$ cat config.mk
export PLATFORM = sky130hd
export DESIGN_NAME = dmem_dump_streamer_flat
export DESIGN_NICKNAME = d
export VERILOG_FILES = /design/src/rtl/dmem_dump_streamer_pkg.sv /design/src/rtl/dmem_dump_streamer_if.sv /design/src/rtl/dmem_dump_streamer_out_reg.sv /design/src/rtl/dmem_dump_streamer.sv /design/src/flat_wrapper.sv
export SDC_FILE = /design/constraint.sdc
export NUM_CORES = 1
export LEC_CHECK = 0
export ABC_CLOCK_PERIOD_IN_PS = 1800
export BUFFER_PORTS_ARGS = -buffer_cell sky130_fd_sc_hd__buf_2
export CAP_MARGIN = 15
export CORE_MARGIN = 2
export CORE_UTILIZATION = 45
export DETAILED_ROUTE_END_ITERATION = 12
export PLACE_DENSITY = 0.73
export REMOVE_ABC_BUFFERS = 1
export SYNTH_ARGS = -nofsm -noshare
export SYNTH_HDL_FRONTEND = slang
export SYNTH_SLANG_ARGS = --single-unit
export TNS_END_PERCENT = 30
$ cat constraint.sdc
create_clock -name clock -period 1.8 [get_ports clock]
set_input_delay 0.09 -clock clock [delete_from_list [all_inputs] [get_ports clock]]
set_output_delay 0.09 -clock clock [all_outputs]
set_load 0.03 [all_outputs]
$ cat src/rtl/dmem_dump_streamer_pkg.sv
// rtl/dmem_dump_streamer_pkg.sv - shared widths and sequencer state encodings for the dmem dump streamer
package dmem_dump_streamer_pkg;

  localparam int DMEM_ADDR_W = 8;
  localparam int DMEM_DATA_W = 16;

  typedef enum logic [2:0] {
    S_IDLE    = 3'd0,
    S_READ    = 3'd1,
    S_WAIT    = 3'd2,
    S_PRESENT = 3'd3,
    S_DONE    = 3'd4
  } state_t;

endpackage

$ cat src/rtl/dmem_dump_streamer_if.sv
// rtl/dmem_dump_streamer_if.sv - dmem read port plus {addr,data} beat stream
interface dmem_dump_streamer_if #(
  parameter int ADDR_W = 8,
  parameter int DATA_W = 16
);

  logic              mem_re;
  logic [ADDR_W-1:0] mem_addr;
  logic [DATA_W-1:0] mem_rdata;
  logic              out_valid;
  logic              out_ready;
  logic [ADDR_W-1:0] out_addr;
  logic [DATA_W-1:0] out_data;

  modport master (
    output mem_re, mem_addr, out_valid, out_addr, out_data,
    input  mem_rdata, out_ready
  );

  modport slave (
    input  mem_re, mem_addr, out_valid, out_addr, out_data,
    output mem_rdata, out_ready
  );

endinterface

$ cat src/rtl/dmem_dump_streamer_out_reg.sv
// rtl/dmem_dump_streamer_out_reg.sv - holding register for the outgoing beat
module dump_out_reg #(
  parameter int ADDR_W = 8,
  parameter int DATA_W = 16
) (
  input  logic              clock,
  input  logic              reset,
  input  logic              load,
  input  logic              clear,
  input  logic [ADDR_W-1:0] load_addr,
  input  logic [DATA_W-1:0] load_data,
  output logic              valid,
  output logic [ADDR_W-1:0] addr,
  output logic [DATA_W-1:0] data
);

  // clear only drops valid; addr/data keep the last beat
  always_ff @(posedge clock or negedge reset) begin
    if (!reset) begin
      valid <= 1'b0;
      addr  <= '0;
      data  <= '0;
    end else if (load) begin
      valid <= 1'b1;
      addr  <= load_addr;
      data  <= load_data;
    end else if (clear) begin
      valid <= 1'b0;
    end
  end

endmodule

$ cat src/rtl/dmem_dump_streamer.sv
// rtl/dmem_dump_streamer.sv - walks a dmem address range and streams {addr,data} beats
module dmem_dump_streamer
  import dmem_dump_streamer_pkg::*;
#(
  parameter int ADDR_W = DMEM_ADDR_W,
  parameter int DATA_W = DMEM_DATA_W,
  parameter int RD_LAT = 1
) (
  input  logic                  clock,
  input  logic                  reset,
  input  logic                  start,
  input  logic [ADDR_W-1:0]     base_addr,
  input  logic [ADDR_W:0]       count,
  dmem_dump_streamer_if.master  bus,
  output logic                  busy,
  output logic                  done
);

  localparam logic [ADDR_W:0]   MAX_COUNT = {1'b1, {ADDR_W{1'b0}}};
  localparam logic [ADDR_W:0]   REMAIN_ONE = (ADDR_W+1)'(1);
  localparam logic [ADDR_W-1:0] ADDR_ONE = ADDR_W'(1);

  state_t            state;
  logic [ADDR_W-1:0] cur;
  logic [ADDR_W:0]   remain;
  logic [ADDR_W:0]   count_sat;
  logic              mem_re;
  logic [ADDR_W-1:0] mem_addr;
  logic              load;
  logic              handshake;
  logic              out_valid;
  logic [ADDR_W-1:0] out_addr;
  logic [DATA_W-1:0] out_data;

  // the sequencer is built around a single-cycle read; RD_LAT only documents that
  wire unused_rd_lat = (RD_LAT == 1);

  assign count_sat = (count > MAX_COUNT) ? MAX_COUNT : count;
  assign load      = (state == S_WAIT);
  assign handshake = (state == S_PRESENT) && bus.out_ready;

  always_ff @(posedge clock or negedge reset) begin
    if (!reset) begin
      state    <= S_IDLE;
      cur      <= '0;
      remain   <= '0;
      mem_re   <= 1'b0;
      mem_addr <= '0;
      busy     <= 1'b0;
      done     <= 1'b0;
    end else begin
      case (state)
        S_IDLE, S_DONE: begin
          if (start) begin
            cur    <= base_addr;
            remain <= count_sat;
            done   <= 1'b0;
            if (count_sat == '0) begin
              // empty dump: done drops for one cycle, then re-asserts from S_DONE
              state <= S_DONE;
              busy  <= 1'b0;
            end else begin
              state    <= S_READ;
              busy     <= 1'b1;
              mem_re   <= 1'b1;
              mem_addr <= base_addr;
            end
          end else if (state == S_DONE) begin
            done <= 1'b1;
          end
        end
        S_READ: begin
          mem_re <= 1'b0;
          state  <= S_WAIT;
        end
        S_WAIT: begin
          state <= S_PRESENT;
        end
        S_PRESENT: begin
          if (handshake) begin
            cur    <= cur + ADDR_ONE;
            remain <= remain - REMAIN_ONE;
            if (remain == REMAIN_ONE) begin
              state <= S_DONE;
              busy  <= 1'b0;
              done  <= 1'b1;
            end else begin
              state    <= S_READ;
              mem_re   <= 1'b1;
              mem_addr <= cur + ADDR_ONE;
            end
          end
        end
        default: begin
          state <= S_IDLE;
        end
      endcase
    end
  end

  dump_out_reg #(
    .ADDR_W (ADDR_W),
    .DATA_W (DATA_W)
  ) u_out_reg (
    .clock     (clock),
    .reset     (reset),
    .load      (load),
    .clear     (handshake),
    .load_addr (cur),
    .load_data (bus.mem_rdata),
    .valid     (out_valid),
    .addr      (out_addr),
    .data      (out_data)
  );

  assign bus.mem_re    = mem_re;
  assign bus.mem_addr  = mem_addr;
  assign bus.out_valid = out_valid;
  assign bus.out_addr  = out_addr;
  assign bus.out_data  = out_data;

endmodule

$ cat src/flat_wrapper.sv
// flat-port wrapper written by rule: the top's interface ports become plain ports
module dmem_dump_streamer_flat import dmem_dump_streamer_pkg::*;
#(
  parameter int ADDR_W = DMEM_ADDR_W,
  parameter int DATA_W = DMEM_DATA_W,
  parameter int RD_LAT = 1
)
  (clock, reset, start, base_addr, count, busy, done, bus_mem_re, bus_mem_addr, bus_out_valid, bus_out_addr, bus_out_data, bus_mem_rdata, bus_out_ready);
  dmem_dump_streamer_if #(.ADDR_W(ADDR_W), .DATA_W(DATA_W)) bus_i ();
  input  logic clock;
  input  logic reset;
  input  logic start;
  input  logic [ADDR_W-1:0] base_addr;
  input  logic [ADDR_W:0] count;
  output logic busy;
  output logic done;
  output wire logic [$bits(bus_i.mem_re)-1:0] bus_mem_re;
  output wire logic [$bits(bus_i.mem_addr)-1:0] bus_mem_addr;
  output wire logic [$bits(bus_i.out_valid)-1:0] bus_out_valid;
  output wire logic [$bits(bus_i.out_addr)-1:0] bus_out_addr;
  output wire logic [$bits(bus_i.out_data)-1:0] bus_out_data;
  input wire logic [$bits(bus_i.mem_rdata)-1:0] bus_mem_rdata;
  input wire logic [$bits(bus_i.out_ready)-1:0] bus_out_ready;
  assign bus_mem_re = bus_i.mem_re;
  assign bus_mem_addr = bus_i.mem_addr;
  assign bus_out_valid = bus_i.out_valid;
  assign bus_out_addr = bus_i.out_addr;
  assign bus_out_data = bus_i.out_data;
  assign bus_i.mem_rdata = bus_mem_rdata;
  assign bus_i.out_ready = bus_out_ready;
  dmem_dump_streamer #(.ADDR_W(ADDR_W), .DATA_W(DATA_W), .RD_LAT(RD_LAT)) u_core (.clock(clock), .reset(reset), .start(start), .base_addr(base_addr), .count(count), .bus(bus_i), .busy(busy), .done(done));
endmodule
; ---- Yosys cells after proc, flatten, opt, wreduce, memory -nomap -nowiden
; Index checks and enable logic that the tools add are counted.
[classes]
magnitude_cmp = 1
muxes = 34
n_reduce_logical = 13
add_sub_neg = 2
eq_ne = 11
[ops]
columns = operator, n
row1 = 8-bit two-way mux, 6
row2 = 8-bit one-hot mux with 2 select lines, 2
row3 = 9-bit two-way mux, 3
row4 = 9-bit one-hot mux with 2 select lines, 1
row5 = 1-bit two-way mux, 14
row6 = 3-bit two-way mux, 4
row7 = 3-bit one-hot mux with 4 select lines, 1
row8 = 5-bit AND reduction, 2
row9 = 9-bit by 1-bit == test with 1-bit output (second input constant), 1
row10 = 9-bit greater-than comparator (second input constant), 1
row11 = 9-bit zero test, 1
row12 = 9-bit by 1-bit subtractor with 9-bit output (second input constant), 1
row13 = 8-bit by 1-bit adder with 8-bit output (second input constant), 1
row14 = 2-bit inequality test (second input constant), 4
row15 = 4-bit AND reduction, 2
row16 = 3-bit by 2-bit == test with 1-bit output (second input constant), 2
row17 = 1-bit one-hot mux with 2 select lines, 2
row18 = 2-bit nonzero test, 2
row19 = 3-bit by 1-bit == test with 1-bit output (second input constant), 1
row20 = 3-bit == test (second input constant), 1
row21 = 3-bit zero test, 1
row22 = 3-bit by 2-bit inequality test with 1-bit output (second input constant), 1
row23 = 1-bit one-hot mux with 3 select lines, 1
row24 = 3-bit AND reduction, 1
row25 = 5 further kinds, 5
[word_totals]
regBits = 56
out_inout_bits = 36
inputBits = 37

; ---- Depth between registers and ports, before layout
[depth]
word_depth = 6
mapped_depth = 7
mapped_depth_nobuf = 6

; ---- Modules after synthesis
; From an unflattened synthesis, not the netlist that was laid out.
[hier_totals]
hier_cells = 239
area_unflattened_um2 = 2800.2
[modules_own_cells]
columns = mod, n_inst, cells_per_inst, seq_area_each_um2, area_each_um2
row1 = dmem_dump_streamer, 1, 185, 775.7, 1770.4
row2 = dump_out_reg, 1, 54, 625.6, 1029.7

; ---- Least setup slack after synthesis
; OpenSTA, ideal clock, no wires.
[synth_path]
kind = in2reg
startpoint = in count[3]
endpoint = reg u_core.mem_addr[0] (netlist: u_core.bus.mem_addr[0])
cell_stages = 4
required_ns = 1.675
arrival_time_ns = 1.698
setup_ns = 0.125
path_buffers = 0
slack_ns = -0.023
path_cell_list = or4_1 -> o41a_1 -> o22ai_4 -> mux2_2
[synth_between]
elab_chain_cells = 5
[synth_lines]
columns = element, line
row1 = start: declaration, flat_wrapper.sv:14  ; input logic [ADDR_W:0] count;
row2 = 9-bit greater-than comparator, dmem_dump_streamer.sv:38  ; assign count_sat = (count > MAX_COUNT) ? MAX_COUNT : count;
row3 = 9-bit two-way mux (*), dmem_dump_streamer.sv:38
row4 = 9-bit zero test (*), dmem_dump_streamer.sv:58  ; if (count_sat == '0) begin
row5 = 2-bit inequality test (no line) (*), -
row6 = 5-bit AND reduction (no line) (*), -
row7 = end signal: assignment, dmem_dump_streamer.sv:66  ; mem_addr <= base_addr;
row8 = end signal: assignment, dmem_dump_streamer.sv:90  ; mem_addr <= cur + ADDR_ONE;
row9 = end: declaration, dmem_dump_streamer.sv:28  ; logic [ADDR_W-1:0] mem_addr;
; Every way passes the cells marked *; elsewhere a longest branch is shown, timed or not.
; A chain may end at the register's enable or synchronous reset.

; ---- Worst setup path in the final report
[layout_path]
startpoint = reg u_core.remain[0]
endpoint = reg u_core.mem_addr[6] (netlist: u_core.bus.mem_addr[6])
[layout_between]
elab_chain_cells = 3
[layout_lines]
columns = element, line
row1 = start: declaration, dmem_dump_streamer.sv:25  ; logic [ADDR_W:0] remain;
row2 = start signal: assignment, dmem_dump_streamer.sv:56  ; remain <= count_sat;
row3 = start signal: assignment, dmem_dump_streamer.sv:82  ; remain <= remain - REMAIN_ONE;
row4 = 9-bit by 1-bit == test with 1-bit output, dmem_dump_streamer.sv:83  ; if (remain == REMAIN_ONE) begin
row5 = 2-bit inequality test (no line), -
row6 = 5-bit AND reduction (no line), -
; No other way between the ends.

==> metrics.txt <==
FMAX=584 MHz; Yosys Warn Count=0; vias post-DR=2,257; post-route cell area=0.00358 mm²; worst slew margin relative to its limit=70.6%; most frequent cells in the layout=buf_2 (72), dfrtp_1 (54), mux2_2 (36), nor2_1 (20), buf_4 (20); Power, Total=7.38 mW; hold slack=9.26 ps; worst-margin pin slew=441 ps; EDFF count, synth=0; Sequential Area=0.00140 mm²; Final Cycle Share=95.2%; hpwl dp=4590 µm; most common cell after layout, fill and taps aside=buf_2; core area=0.00561 mm²; register area share after synthesis=52.7%; post-place setup slack=-262 ps; ys async rst share=100%; port bufs=72; final hold violations=0; Layout Utilization=63.9%; clk slew on worst S/H paths=110 ps; Clock Skew=7.08 ps; power density over the cells=2060 mW/mm²; final non-filler cell total=420; initial DRC count=108; crit-path max FO=8; Netlist cell types=46; Total Nets Final=387; Setup crit end kind=flop; wire per inst=15.0 µm; fraction of layout cells with a size suffix above 1=44.0%; dpl cells=396; minimum clock period=1710 ps; Bufs on Longest Clock Path=2; CTS HTree Levels=2; setup TNS=0 ps; clock root buffer=clkbuf_8; clk sinks=56; Leakage Power=1.63 nW; CTS tree=done; GPL Wtd Cong=0.894; crit path max-delay cell type=dfrtp_1; clk_lat worst skew=310 ps; vias in the first global route=2,255; flops & latches, synth=56; I/O pins=73; # DRC=0; vias per cell=5.37; Worst setup SP type=flop; Syn Inst Count=241; total track usage=20.9%; CTS buffer count=5; Syn Std Cell Area=0.00266 mm²; CP peak stage delay=430 ps; WP data arrival=1920 ps; RSZ-0062 raised after global routing=false; crit-path cells=ha_4 -> nor4b_4 -> a311oi_2 -> o22ai_4 -> buf_12 -> mux2_1; WL final=6290 µm; Routed Antenna Nets=0; gr ovfl total=0; Post-DP Area=0.00326 mm²; max-cap violation count=0; # setup viols final=0; row count=27; hold crit path type=in2reg; antenna cells=0; Final Max Tran Viols=0; first-pass GRT wire length=10,600 µm; multi-input logic area=0.00123 mm²; die width=80.9 µm; Fill cells=482; die area=0.00654 mm²; maximum vdd drop=0.984 mV; outcome=complete, no violations; top_reg_cell synth=dfrtp_1; largest net degree at the start of global routing=40; Die Span Y=80.9 µm; syn_area_per_cell=11.0 µm²; area grow syn2layout=34.7%; DRT Pass-1 Iters=4; CP required=2010 ps; Final WS setup=87.0 ps; critical path class=reg2reg; Initial Utilization=47.4%; antenna violations before repair=0
## critical path, delay by kind of cell, from the launching register on
kind                       cells  cell delay (ps)
and+or+nand+nor                1              120
AOI/OAI and AO/OA              2              430
buffers and inverters          1              150
DFF                            1              430
adders and majority gates      1              180
muxes                          1              300
## state kept, by name, indices dropped and copies added, names as in the netlist
signal                  cells
u_core.bus.mem_addr         8
u_core.bus.mem_re           1
u_core.busy                 1
u_core.cur                  8
u_core.done                 1
u_core.remain               9
u_core.state                3
u_core.u_out_reg.addr       8
u_core.u_out_reg.data      16
u_core.u_out_reg.valid      1
## synth_stat cells (2+ instances only)
cell type  count  share of area, %
o21ai_0       18               3.4
inv_1         10               1.4
buf_2          2              0.38
or3_1          4              0.94
xor2_1         2              0.66
mux2_2        36                15
and3_1         2              0.47
nand3_1        5              0.94
ha_1           3               1.4
nor2_1        20               2.8
a311oi_1       4               1.3
and4_1         2              0.66
nand2_1       15               2.1
dfrtp_1       56                53
a21oi_1       12               2.3
nor3_1         6               1.1
a31oi_1        7               1.6
clkbuf_1       9               1.3
## layer usage
layer	vias up	GRT usage, %	wire [µm]
met5	-	0	0
met4	0	5.25	70
met3	6	4.56	314
met2	53	35.3	3080
met1	1110	27.4	2820
li1	1088	-	-
## path summary, 6_finish.rpt
path | startpoint | to | slack [ps] | depth (start not counted)
max | u_core.remain[0]$_DFFE_PN0P_ | u_core.bus.mem_addr[6]$_DFFE_PN0P_ | 90 | 6
min | bus_mem_rdata[5] | u_core.u_out_reg.data[5]$_DFFE_PN0P_ | 9 | 2
max reg2reg | u_core.remain[0]$_DFFE_PN0P_ | u_core.bus.mem_addr[6]$_DFFE_PN0P_ | 90 | 6
min reg2reg | u_core.done$_DFFE_PN0P_ | u_core.done$_DFFE_PN0P_ | 490 | 1
max in group asynchronous | reset | u_core.state[0]$_DFFE_PN0P_ | 1000 | 3
min in group asynchronous | reset | u_core.remain[0]$_DFFE_PN0P_ | 240 | 2
## cell families (layout without fill, tap and decap cells)
logic type      count (synthesis)  after routing  share of synthesized area (%)
flops                          56             56                           52.7
xor+xnor                        3              3                          0.988
mux                            38             38                           16.0
compound gates                 54             54                           13.2
simple gates                   66             66                           12.6
fa+ha+maj                       3              3                           1.41
buf+inv                        21            128                           3.06
## report_power, final
part	internal, mW	leakage (nW)	switching, mW
combinational	1.89	0.924	2.37
clock	0.287	0.0504	0.439
sequential	1.91	0.660	0.484
total	4.09	1.63	3.29
## cell type report
cell class / instances / share of cell area (%)
Multi-Input combinational cell: 164 / 34.5
Sequential cell: 56 / 39.2
Timing Repair Buffer: 110 / 20.1
Tap cell: 72 / 2.52
Clock inverter: 3 / 0.699
Clock buffer: 5 / 1.92
Inverter: 10 / 1.05
## repair_timing
action / CTS / global route
buffers inserted: 1 / 0
endpoints found under the setup margin: 9 / 16
pin swaps: 2 / 1
gates cloned: 0 / 0
endpoints found under the hold margin: 31 / 0
gates resized for setup: 3 / 10
hold buffers: 15 / 0
No activity file was read; power rests on OpenSTA's default activity.
